$ cat src/rtl/alu_pkg.sv
// Shared constants for the ALU command sequencer: widths, ALU control codes
// and the sequencer state encoding.
package alu_pkg;

    localparam int DATA_W = 8;
    localparam int NREGS  = 4;
    localparam int REG_AW = 2;

    localparam logic [2:0] ADD = 3'b000;
    localparam logic [2:0] INC = 3'b001;
    localparam logic [2:0] SUB = 3'b010;
    localparam logic [2:0] XOR = 3'b011;
    localparam logic [2:0] OR  = 3'b100;
    localparam logic [2:0] AND = 3'b101;

    typedef enum logic [1:0] {
        IDLE,
        EXEC,
        RESP
    } seq_state_t;

endpackage

$ cat src/rtl/alu_regfile.sv
// Operand register file: two combinational read ports, one clocked write port,
// every entry cleared by reset.
module alu_regfile
    import alu_pkg::*;
(
    input  logic              clk,
    input  logic              rst_n,
    input  logic              we,
    input  logic [REG_AW-1:0] waddr,
    input  logic [DATA_W-1:0] wdata,
    input  logic [REG_AW-1:0] raddr1,
    input  logic [REG_AW-1:0] raddr2,
    output logic [DATA_W-1:0] rdata1,
    output logic [DATA_W-1:0] rdata2
);

    logic [DATA_W-1:0] regs [NREGS];

    always_ff @(posedge clk or negedge rst_n) begin
        if (!rst_n) begin
            for (int i = 0; i < NREGS; i++) begin
                regs[i] <= '0;
            end
        end else if (we) begin
            regs[waddr] <= wdata;
        end
    end

    assign rdata1 = regs[raddr1];
    assign rdata2 = regs[raddr2];

endmodule

$ cat src/rtl/alu_op_sequencer.sv
// Command-side driver for the 8-bit ALU: accepts load/ALU commands, drives the
// ALU operands from the register file, writes the result back and returns it.
module alu_op_sequencer
    import alu_pkg::*;
(
    input  logic              clk,
    input  logic              rst_n,
    input  logic              cmd_valid,
    output logic              cmd_ready,
    input  logic              cmd_ld,
    input  logic [2:0]        cmd_op,
    input  logic [REG_AW-1:0] cmd_rd,
    input  logic [REG_AW-1:0] cmd_rs1,
    input  logic [REG_AW-1:0] cmd_rs2,
    input  logic [DATA_W-1:0] cmd_imm,
    output logic [DATA_W-1:0] alu_a,
    output logic [DATA_W-1:0] alu_b,
    output logic [2:0]        alu_ctrl,
    input  logic [DATA_W-1:0] alu_y,
    output logic              rsp_valid,
    input  logic              rsp_ready,
    output logic [DATA_W-1:0] rsp_data,
    output logic              rsp_zero
);

    seq_state_t        state;
    logic [REG_AW-1:0] rd_q;
    logic              accept;
    logic              rf_we;
    logic [REG_AW-1:0] rf_waddr;
    logic [DATA_W-1:0] rf_wdata;
    logic [DATA_W-1:0] rf_rdata1;
    logic [DATA_W-1:0] rf_rdata2;

    assign accept = (state == IDLE) && cmd_valid && cmd_ready;

    alu_regfile u_regfile (
        .clk    (clk),
        .rst_n  (rst_n),
        .we     (rf_we),
        .waddr  (rf_waddr),
        .wdata  (rf_wdata),
        .raddr1 (cmd_rs1),
        .raddr2 (cmd_rs2),
        .rdata1 (rf_rdata1),
        .rdata2 (rf_rdata2)
    );

    // Loads write on the accepting edge; ALU results write at the end of EXEC.
    always_comb begin
        rf_we    = 1'b0;
        rf_waddr = rd_q;
        rf_wdata = alu_y;
        if (accept && cmd_ld) begin
            rf_we    = 1'b1;
            rf_waddr = cmd_rd;
            rf_wdata = cmd_imm;
        end else if (state == EXEC) begin
            rf_we    = 1'b1;
        end
    end

    always_ff @(posedge clk or negedge rst_n) begin
        if (!rst_n) begin
            state     <= IDLE;
            cmd_ready <= 1'b1;
            rsp_valid <= 1'b0;
            rsp_data  <= '0;
            rsp_zero  <= 1'b0;
            alu_a     <= '0;
            alu_b     <= '0;
            alu_ctrl  <= 3'b000;
            rd_q      <= '0;
        end else begin
            case (state)
                IDLE: begin
                    if (accept) begin
                        cmd_ready <= 1'b0;
                        if (cmd_ld) begin
                            rsp_data  <= cmd_imm;
                            rsp_zero  <= (cmd_imm == '0);
                            rsp_valid <= 1'b1;
                            state     <= RESP;
                        end else begin
                            alu_a    <= rf_rdata1;
                            alu_b    <= rf_rdata2;
                            alu_ctrl <= cmd_op;
                            rd_q     <= cmd_rd;
                            state    <= EXEC;
                        end
                    end
                end
                EXEC: begin
                    rsp_data  <= alu_y;
                    rsp_zero  <= (alu_y == '0);
                    rsp_valid <= 1'b1;
                    state     <= RESP;
                end
                RESP: begin
                    if (rsp_ready) begin
                        rsp_valid <= 1'b0;
                        cmd_ready <= 1'b1;
                        state     <= IDLE;
                    end
                end
                default: begin
                    state <= IDLE;
                end
            endcase
        end
    end

endmodule

$ cat config.mk
export PLATFORM = sky130hd
export DESIGN_NAME = alu_op_sequencer
export DESIGN_NICKNAME = d
export VERILOG_FILES = /design/src/rtl/alu_pkg.sv /design/src/rtl/alu_regfile.sv /design/src/rtl/alu_op_sequencer.sv
export SDC_FILE = /design/constraint.sdc
export NUM_CORES = 1
export LEC_CHECK = 0
export CAP_MARGIN = 5
export CELL_PAD_IN_SITES_DETAIL_PLACEMENT = 1
export CELL_PAD_IN_SITES_GLOBAL_PLACEMENT = 1
export CORE_UTILIZATION = 38
export DETAILED_ROUTE_END_ITERATION = 10
export MAX_ROUTING_LAYER = met4
export PLACE_DENSITY_LB_ADDON = 0.1
export SLEW_MARGIN = 5
export SYNTH_ARGS = -nofsm -noshare
export SYNTH_HDL_FRONTEND = slang
export SYNTH_SLANG_ARGS = --single-unit
$ cat constraint.sdc
create_clock -name clk -period 1.6 [get_ports clk]
set_clock_uncertainty 0.1 [all_clocks]
set_input_delay 0.32 -clock clk [delete_from_list [all_inputs] [get_ports clk]]
set_output_delay 0.32 -clock clk [all_outputs]
set_load 0.01 [all_outputs]
=== After elaboration in Yosys (flattened, before gate mapping) ===
Cells that the tools add are included.

* $lt $le $gt $ge: 4
* Eq/ne operators: 5
* Mux-type cells: 30
* Bitwise logic cells: 4
* Reduce and logical (&&, ||, !) cells: 15

{| class="wikitable"
|+ Operators with widths
! cell !! count
|-
| 2-to-1 mux 8 bit || 8
|-
| binary-select mux 8 bit (select 2 bit) || 2
|-
| bitwise mux 32 bit || 1
|-
| demux 8 bit (select 2 bit) || 1
|-
| zero test 8 bit || 2
|-
| case mux 8 bit (2 select lines) || 1
|-
| greater-or-equal comparator 3 bit (second input constant) || 3
|-
| 2-to-1 mux 1 bit || 9
|-
| NOT 2 -> 3 bit || 3
|-
| AND reduction 3 bit || 3
|-
| 2-to-1 mux 2 bit || 4
|-
| inequality test 2 bit (second input constant) || 3
|-
| case mux 2 bit (3 select lines) || 1
|-
| logical AND 1 bit || 4
|-
| case mux 1 bit (2 select lines) || 2
|-
| AND reduction 4 bit || 1
|-
| nonzero test 2 bit || 2
|-
| less-than comparator 3 x 1 -> 1 bit (second input constant) || 1
|-
| case mux 1 bit (3 select lines) || 1
|-
| nonzero test 3 bit || 1
|-
| == test 2 x 1 -> 1 bit (second input constant) || 1
|-
| == test 2 bit (second input constant) || 1
|-
| zero test 2 bit || 1
|-
| AND reduction 2 bit || 1
|-
| NOT 1 bit || 1
|}

* Register bits after elaboration: 66
* Bits of input ports: 30
* Output and inout bits: 30
* Logic and storage cells: 71

=== Longest topological paths before layout ===
Gate-level depths: netlist (run 1).

* Word-level depth: 11
* Mapped depth: 6

=== Modules after synthesis ===
From an unflattened synthesis (run 1), not the netlist that was laid out.

* Cell total of the unflattened synthesis: 207
* Area, all modules: 3161.8 µm²

{| class="wikitable"
|+ By module, submodules not included
! module !! times used !! cells each !! area each (µm²) !! sequential area each (µm²)
|-
| alu_regfile || 1 || 88 || 1590.3 || 800.8
|-
| alu_op_sequencer || 1 || 119 || 1571.5 || 852.1
|}

=== Worst setup path before layout (run 1) ===
Ideal clock, no wire load.

* Path kind: register to register
* Start point: register cmd_ready
* End point: register alu_ctrl[0]
* Setup time: 0.125 ns
* Data arrival time: 1.440 ns
* Required time: 1.375 ns
* Setup slack: -0.065 ns
* Cell stages (with the launch flop): 6
* Path buffers: 2
* Cell sequence: dfstp_2 -> nand4bb_1 -> buf_4 -> nor2_4 -> buf_4 -> mux2_2

* Longest elaborated chain between the ends: 2

{| class="wikitable"
|+ RTL lines
! element !! line !! text
|-
| start: declaration || alu_op_sequencer.sv:9 || <nowiki>output logic cmd_ready,</nowiki>
|-
| start signal: assignment || alu_op_sequencer.sv:66 || <nowiki>cmd_ready <= 1'b1;</nowiki>
|-
| start signal: assignment || alu_op_sequencer.sv:78 || <nowiki>cmd_ready <= 1'b0;</nowiki>
|-
| start signal: assignment || alu_op_sequencer.sv:102 || <nowiki>cmd_ready <= 1'b1;</nowiki>
|-
| logical AND 1 bit || alu_op_sequencer.sv:35 || <nowiki>assign accept = (state == IDLE) && cmd_valid && cmd_ready;</nowiki>
|-
| AND reduction 3 bit (no source line) || -- ||
|-
| end signal: assignment || alu_op_sequencer.sv:87 || <nowiki>alu_ctrl <= cmd_op;</nowiki>
|-
| end: declaration || alu_op_sequencer.sv:18 || <nowiki>output logic [2:0] alu_ctrl,</nowiki>
|}

Every way passes these cells.
A chain may end at the register's enable or synchronous reset.

=== Worst setup path in the final report (run 1) ===
* Start point: register cmd_ready
* End point: register u_regfile.regs[10] (netlist bit)

* Longest elaborated chain between the ends: 9

{| class="wikitable"
|+ RTL lines
! element !! line !! text
|-
| logical AND 1 bit * || alu_op_sequencer.sv:35 ||
|-
| logical AND 1 bit * || alu_op_sequencer.sv:54 || <nowiki>if (accept && cmd_ld) begin</nowiki>
|-
| 2-to-1 mux 2 bit || alu_op_sequencer.sv:54 ||
|-
| NOT 2 -> 3 bit (not written as such) || alu_regfile.sv:25 || <nowiki>regs[waddr] <= wdata;</nowiki>
|-
| greater-or-equal comparator 3 bit (not written as such) / less-than comparator 3 x 1 -> 1 bit (equally long branches) || alu_regfile.sv:25 ||
|-
| logical AND 1 bit (not written as such) || alu_regfile.sv:25 ||
|-
| 2-to-1 mux 8 bit (not written as such) || alu_regfile.sv:25 ||
|-
| demux 8 bit (select 2 bit) || alu_regfile.sv:25 ||
|-
| bitwise mux 32 bit || alu_regfile.sv:25 ||
|-
| end signal: indexed assignment || alu_regfile.sv:25 ||
|-
| end: declaration || alu_regfile.sv:17 || <nowiki>logic [DATA_W-1:0] regs [NREGS];</nowiki>
|}

Mark *: on every way between the ends. The rest lies on a longest branch, timed or not.

==> results.yml, run 1 <==
outcome:
  outcome: "complete, but fails checks"
  violations: "setup timing"
placement:
  port_buffers: 59
  place_area_um2: 4400
  gp_congestion: 0.848
  dpl.hpwl_um: 7070
synthesis:
  ys_seq_area_frac: 0.479
  ys_seq_elements: 66
  yosysTopAreaCell: "dfrtp_1"
  ys.flop_type: "dfrtp_1"
  synth_area_leaders: "dfrtp_1, mux4_2, a311oi_1"
  synth_top_area_share: 0.471
  async_flop_share: 1.00
  synth_fp_nets: 303
  netlist_area_um2: 3450
  synth_edf_count: 0
  synth_commonest_cells: "dfrtp_1, a31oi_1, a311oi_1, mux2_2"
  synth.most_common_cell: "dfrtp_1"
  yosys_warnings: 0
  avgSynthCellArea_um2: 12.6
  yosysUniqueCellTypes: 35
  syn-instance-count: 273
global_route:
  met2_usage: 0.388
  first_global_vias: 3132
  grt_most_used_layer: "met2"
  grt_antenna_before_repair: 0
  grt_util_all_layers: 0.248
  met1_usage: 0.330
  met3_usage: 0.0424
  grt_overflow_total: 0
  grt_max_degree: 67
  grt_pass1_wl_um: 17700
sta:
  slew_headroom: 0.646
  whs_ns: 0.304
  maxSlewViolCount: 0
  tightestPinTransition_ns: 0.530
  fmax_mhz: 579
  setup_viol: 56
  min_period_over_period: 1.08
  fin_ws_ns: -0.128
  rsz0062_at_grt: "yes"
  hold_viol: 0
  post-route-min-period_ns: 1.73
  fin_setup_tns_ns: -4.61
clock_network:
  numCtsBuffers: 9
  numClockSinks: 66
  cts.path.max_buffers: 2
  clk_latency_ns: 0.35
  root_buffer: "clkbuf_8"
  h-tree-depth: 3
  clkSlewWorstSetupHoldPaths_ns: 0.07
  tritoncts: "yes"
layout:
  drive_above_1_share: 0.379
  diodes: 0
  postLayoutCellArea_um2: 4980
  final-seq-area_um2: 1660
  num-fill-cells: 909
  final_util: 0.568
  multi_input_area_um2: 1850
  syn_to_final_growth_pct: 44.2
  nets: 397
floorplan:
  dieArea_um2: 9470
  die_width_um: 97.3
  io_pins: 60
  placementRows: 34
  die_height_um: 97.3
  start_util: 0.394
  coreArea_um2: 8760
drt:
  initialDrtViolationCount: 260
  wl_per_cell_um: 23.4
  ant_nets: 0
  drcViolationCount: 0
  drt-pass1-iter-count: 4
  viasPerCell: 6.19
  wirelength_um: 11200
  vias: 2969
critical_path:
  required_ns: 1.71
  cp-end-kind: "flip-flop"
  cp_max_fo: 8
  cp.arrival_ns: 1.84
  path_class: "reg -> reg"
  start_kind: "flip-flop"
power_and_ir_drop:
  power_leakage_uw: 0.00210
  finalPower_uw: 5870
  power_density_nw_per_um2: 1180
  ir_drop_v: 0.000586
run:
  drv_cap: 0
worst_hold_path:
  hold_path_class: "in -> reg"
[kinds of logic after synthesis]
family          after synthesis  synth area share
flops                        66             0.479
compound gates               99             0.199
simple gates                 39            0.0928
mux                          37             0.173
buf+inv                      32            0.0572
[through the flow]
stage               setup WS, ns  cells
floorplan                -0.0422    273
global placement          -0.479    453
detailed placement        -0.504    453
CTS                       -0.111    473
global route              -0.181    480
finish                    -0.128    480
[timing repair]
item,4_1_cts,5_1_grt
buffers inserted,3,5
hold buffers,1,0
pin swaps,11,5
resized for setup,51,38
hold endpoints to repair,65,0
endpoints found under the setup margin,92,65
gates cloned,0,2
[worst max-delay path: stages, from the launching register on]
cell,delay [ns]
dfstp_2,0.57
nor4bb_4,0.21
buf_6,0.19
a31o_2,0.38
a31oi_1,0.14
[where the power goes]
group / internal (uW) / switching (uW) / leakage (uW)
sequential: 2200 / 416 / 0.000860
combinational: 1040 / 729 / 0.00114
clock: 771 / 715 / 0.0000997
[cell usage in the layout (no fill, tap or decap), drive strengths merged]
cell | netlist | layout
a31oi | 41 | 41
nand2b | 2 | 2
clkbuf | 12 | 14
nor4bb | 3 | 3
o21ai | 17 | 17
nand2 | 2 | 2
bufinv | 0 | 1
nor2b | 3 | 3
clkdlybuf4s50 | 0 | 24
mux2 | 21 | 21
nor2 | 10 | 10
mux4 | 16 | 16
dfstp | 1 | 1
dfrtp | 65 | 65
buf | 16 | 51
and4b | 1 | 1
o32ai | 1 | 1
nor4 | 4 | 4
a311oi | 32 | 32
dlygate4sd3 | 0 | 1
nand4bb | 1 | 1
nand4 | 1 | 1
dlygate4sd2 | 0 | 32
nor4b | 1 | 1
clkinvlp | 0 | 1
a21oi | 4 | 4
inv | 4 | 4
clkinv | 0 | 3
and2 | 1 | 1
a31o | 4 | 4
nand3 | 10 | 10
[path summary, 6_finish.rpt]
check	startpoint	endpoint	slack, ns	cells past startpoint
max in group asynchronous	rst_n	cmd_ready	0.65	3
min in group asynchronous	rst_n	alu_a[1]	0.40	3
setup reg to reg	cmd_ready	u_regfile.regs[10]	-0.13	4
setup / recovery	cmd_ready	u_regfile.regs[10]	-0.13	4
hold / removal	cmd_ld	state[0]	0.30	3
hold reg to reg	alu_a[4]	alu_a[4]	0.40	1
[registers in the layout (all words and copies together) (netlist names)]
register,count
alu_a,8
alu_b,8
alu_ctrl,3
cmd_ready,1
rd_q,2
rsp_data,8
rsp_valid,1
rsp_zero,1
state,2
u_regfile.regs,32
[layer usage]
layer | vias to the layer above | wire length (um) | part of all wire
met3 | 16 | 578 | 0.051
met4 | 0 | 203 | 0.018
li1 | 1302 | - | -
met2 | 122 | 5450 | 0.48
met1 | 1529 | 5010 | 0.45
met5 | - | 0 | 0
[area by class of cell]
cell class                 instances  share of cell area
multi-input combinational        175               0.371
sequential                        66               0.332
timing repair buffer             111               0.225
clock buffer                      11              0.0284
tap                              108              0.0271
clock inverter                     5              0.0128
inverter                           4             0.00302
Power figures use the tool's default switching activity.
==> inputs of run 2 (changes only) <==
Settings changed: SKIP_LAST_GASP from default to 1.
==> run 2 against run 1 <==
  * The flow still finishes with violations (setup timing)
  * Register-to-register slack hardly changed
  * Final area is 0.93% lower
  * Power down 0.71%
  * Count of clock-buffer cells in the layout is the same
  * Final cell count unchanged
  * Combinational power about the same
  * Core utilization shrank 0.53 points
  * Critical path type unchanged
  * Clock power is essentially flat
  * Largest power group unchanged
  * Fmax down 0.10%
  * Setup slack got worse by 0.0018 ns
  * Highest routed layer unchanged
  * Sequential cell count unchanged
==> results.yml, run 2 (synthesized netlist as in run 1, its figures left out) <==
sta:
  maxSlewViolCount: 0
  rsz0062_at_grt: "yes"
  post-route-min-period_ns: 1.73
  hold_viol: 0
  slew_headroom: 0.659
  fmax_mhz: 578
  tightestPinTransition_ns: 0.511
  setup_viol: 57
  fin_ws_ns: -0.129
  min_period_over_period: 1.08
clock_network:
  tritoncts: "yes"
  root_buffer: "clkbuf_8"
  h-tree-depth: 3
  numClockSinks: 66
  cts.path.max_buffers: 2
  clk_latency_ns: 0.35
  numCtsBuffers: 9
  clkSlewWorstSetupHoldPaths_ns: 0.08
placement:
  dpl.hpwl_um: 7070
  dp_cells: 453
  pre_cts_slack_ns: -0.504
  port_buffers: 59
  gp_congestion: 0.848
floorplan:
  dieArea_um2: 9470
  die_width_um: 97.3
  coreArea_um2: 8760
  io_pins: 60
  die_height_um: 97.3
  start_util: 0.394
  placementRows: 34
critical_path:
  rr_endpoint: "u_regfile.regs[10]"
  required_ns: 1.71
  cp-end-kind: "flip-flop"
  path_class: "reg -> reg"
  cp.arrival_ns: 1.84
  rr_worst_depth: 4
  start_kind: "flip-flop"
  cp_max_fo: 8
  reg2reg_slack_ns: -0.13
  rr_startpoint: "cmd_ready"
global_route:
  grt_pass1_wl_um: 17700
  grt_antenna_before_repair: 0
  first_global_vias: 3132
  grt_overflow_total: 0
  grt_util_all_layers: 0.248
  grt_max_degree: 67
power_and_ir_drop:
  power_density_nw_per_um2: 1180
  ir_drop_v: 0.000668
  power_leakage_uw: 0.00208
layout:
  top_register: "u_regfile.regs"
  final_cells: 480
  diodes: 0
  final_util: 0.563
  syn_to_final_growth_pct: 42.9
  drive_above_1_share: 0.371
  layout_common_cells: "dfrtp_1, a31oi_1, buf_4, dlygate4sd2_1, a311oi_1"
  layout_commonest_cell: "dfrtp_1"
  nets: 397
  largest_register_ffs: 32
drt:
  wl_met2_um: 5470
  top_layer_used: "met4"
  drcViolationCount: 0
  initialDrtViolationCount: 203
  drt-pass1-iter-count: 4
  wirelength_um: 11200
  wl_met3_um: 583
  ant_nets: 0
  vias: 2976
  wl_per_cell_um: 23.4
  m1WireLength_um: 4970
  viasPerCell: 6.20
outcome:
  outcome: "complete, but fails checks"
  violations: "setup timing"
worst_hold_path:
  hold_path_class: "in -> reg"
  hp-start: "cmd_ld"
  worstHoldEndpoint: "state[0]"
  worst_hold_path.num_cells: 3
run:
  drv_cap: 0
[run 2: cell counts in the layout (fill, tap and decap cells not counted)]
Identical to the previous run, type by type.
[run 2: area by class of cell]
cell class                 count  area (um^2)
sequential                    66         1660
tap                          108          135
multi-input combinational    175         1800
clock buffer                  11          141
timing repair buffer         111         1120
inverter                       4         15.0
fill                         915         3830
clock inverter                 5         63.8
[run 2: worst max-delay path: stages (launching register included)]
cell	delay, ns
dfstp_2	0.57
nor4bb_4	0.21
buf_6	0.19
a31o_2	0.38
a31oi_1	0.14
[run 2: worst max-delay path by stage]
stage,startpoint,to,cells after the start
floorplan,cmd_ready,alu_ctrl[2],5
global placement,cmd_valid,rsp_zero,6
detailed placement,cmd_valid,u_regfile.regs[8],5
CTS,cmd_ready,u_regfile.regs[16],6
global route,cmd_ready,u_regfile.regs[7],5
finish,cmd_ready,u_regfile.regs[10],4
[run 2: per-layer routing]
layer,vias up,GRT usage
met4,0,0.0848
met1,1532,0.330
li1,1312,-
met3,22,0.0424
met2,110,0.388
met5,-,-
[run 2: per-stage QoR]
step           power (uW)  hold slack [ns]  setup TNS, ns  cell area, um^2
6_report             5830            0.298          -5.10             4930
3_3_place_gp         4330            0.272         -26.03             4400
2_1_floorplan        3470          -0.0756         -0.777             3460
3_5_place_dp         4400            0.272         -27.37             4400
4_1_cts              5770            0.284          -2.67             4710
5_1_grt              6150            0.313          -9.13             4930
[run 2: what timing repair did]
action,CTS,global route
gates resized for setup,51,27
endpoints found under the setup margin,92,65
buffers inserted,3,5
gates cloned,0,2
pin swaps,11,5
hold buffers,1,0
hold endpoints to repair,65,0
[run 2: where the power goes]
part / internal (uW) / switching [uW]
Clock: 771 / 717
Sequential: 2200 / 407
Combinational: 1010 / 726
==> inputs of run 3 (changes only) <==
Settings changed: CORE_MARGIN from default to 2.
==> run 3 against run 2 <==
  * The run still ends with setup timing left
  * Core utilization down 0.87 points
  * Wire length down 6.8%
  * Combinational power down 2%
  * Die area up 4.2%
  * Sequential cell count unchanged
  * Final area down 1.5%
  * Critical path depth unchanged
  * Highest routed layer unchanged
==> results.yml, run 3 (synthesized netlist as in run 1, its figures left out) <==
sta:
  setup_viol: 46
  tightestPinTransition_ns: 0.478
  slew_headroom: 0.681
  fin_ws_ns: -0.0785
  maxSlewViolCount: 0
  fmax_mhz: 596
  fin_setup_tns_ns: -2.11
  rsz0062_at_grt: "yes"
  hold_viol: 0
  min_period_over_period: 1.05
  post-route-min-period_ns: 1.68
floorplan:
  placementRows: 34
  io_pins: 60
  die_height_um: 99.3
  coreArea_um2: 8760
  dieArea_um2: 9870
  die_width_um: 99.3
  start_util: 0.394
placement:
  place_area_um2: 4450
  gp_congestion: 0.823
  dp_cells: 458
  port_buffers: 59
  pre_cts_slack_ns: -0.484
  dpl.hpwl_um: 6860
layout:
  drive_above_1_share: 0.355
  layout_commonest_cell: "dfrtp_1"
  postLayoutCellArea_um2: 4860
  syn_to_final_growth_pct: 40.7
  final_cells: 480
  largest_register_ffs: 32
  diodes: 0
  top_register: "u_regfile.regs"
  layout_common_cells: "dfrtp_1, a31oi_1, buf_4, a311oi_1, dlygate4sd2_1"
  nets: 398
critical_path:
  cp_slowest_cell: "dfrtp_1"
  rr_endpoint: "alu_a[3]"
  cpLargestDelayFamily: "simple AND/OR/NAND/NOR gates"
  reg2reg_slack_ns: -0.08
  crit_path_end: "alu_a[3]"
  crit_start: "state[1]"
  start_kind: "flip-flop"
  cp-end-kind: "flip-flop"
  path_class: "reg -> reg"
  required_ns: 1.73
  crit_path_cell_trace: "nand4bb_1, nor2_4, buf_4, mux2_2"
  cp_max_fo: 4
  rr_startpoint: "state[1]"
  cp.arrival_ns: 1.81
  rr_worst_depth: 4
  critPathBufInv: 1
  critPathMaxStageDelay_ns: 0.43
  cp.depth: 4
drt:
  initialDrtViolationCount: 228
  vias: 2948
  wl_per_cell_um: 21.8
  wirelength_um: 10500
  drt-pass1-iter-count: 4
  viasPerCell: 6.14
  drcViolationCount: 0
  ant_nets: 0
power_and_ir_drop:
  power_density_nw_per_um2: 1190
  finalPower_uw: 5770
  ir_drop_v: 0.000568
  power_leakage_uw: 0.00210
clock_network:
  numCtsBuffers: 9
  tritoncts: "yes"
  numClockSinks: 66
  root_buffer: "clkbuf_8"
  clkSlewWorstSetupHoldPaths_ns: 0.07
  h-tree-depth: 3
  cts.path.max_buffers: 2
  clk_latency_ns: 0.35
outcome:
  outcome: "complete, but fails checks"
  violations: "setup timing"
global_route:
  grt_util_all_layers: 0.224
  grt_max_degree: 67
  grt_overflow_total: 0
  grt_pass1_wl_um: 16500
  first_global_vias: 3016
  grt_antenna_before_repair: 0
run:
  drv_cap: 0
worst_hold_path:
  hold_path_class: "in -> reg"
-- run 3: changes by cell type in the layout (fill, tap and decap cells not counted), sizes merged --
cell           change
buf                +2
clkbuf             +1
clkdlybuf4s50      +1
clkinv             -2
clkinvlp           -1
dlygate4sd2        -1
-- run 3: final cells by class --
class	count	area, um^2
Clock buffer	13	169
Sequential cell	66	1650
Timing Repair Buffer	112	1090
Multi-Input combinational cell	175	1760
Tap cell	108	135
Fill cell	914	3910
Clock inverter	2	35.0
Inverter	4	15.0
-- run 3: how the worst min path moves through the flow --
stage | startpoint | endpoint | depth (start not counted)
4_1_cts | cmd_ld | state[0] | 3
5_1_grt | cmd_ld | state[0] | 3
6_report | cmd_ld | state[0] | 3
3_3_place_gp | rst_n | alu_b[1] | 2
2_1_floorplan | rst_n | alu_a[0] | 0
3_5_place_dp | rst_n | alu_a[1] | 2
-- run 3: where the power goes --
group | leakage, uW | total [uW] | switching [uW] | internal [uW]
Sequential | 0.000862 | 2590 | 394 | 2200
Combinational | 0.00113 | 1700 | 693 | 1000
Clock | 0.000106 | 1480 | 638 | 838
-- run 3: timing repair --
| action | in CTS | in global routing |
|---|---|---|
| cloned | 0 | 1 |
| endpoints found under the setup margin | 92 | 64 |
| hold buffers | 1 | 0 |
| pin swaps | 5 | 4 |
| gates resized for setup | 48 | 18 |
| setup buffers | 1 | 4 |
| hold endpoints to repair | 65 | 0 |
-- run 3: worst register-to-register path, stage by stage (launching register included) --
cell	delay, ns
dfrtp_1	0.43
nand4bb_1	0.31
nor2_4	0.18
buf_4	0.18
mux2_2	0.35
-- run 3: stage by stage --
step | util | hold slack [ns]
detailed placement | 0.508 | 0.272
global route | 0.554 | 0.281
CTS | 0.540 | 0.272
finish | 0.554 | 0.280
floorplan | - | -0.0756
global placement | 0.508 | 0.275
-- run 3: routing by layer --
layer	global-route usage	up-vias	part of all wire
li1	-	1310	-
met1	0.289	1525	0.45
met2	0.357	93	0.49
met3	0.0485	20	0.044
met4	0.0717	0	0.020
met5	-	-	0
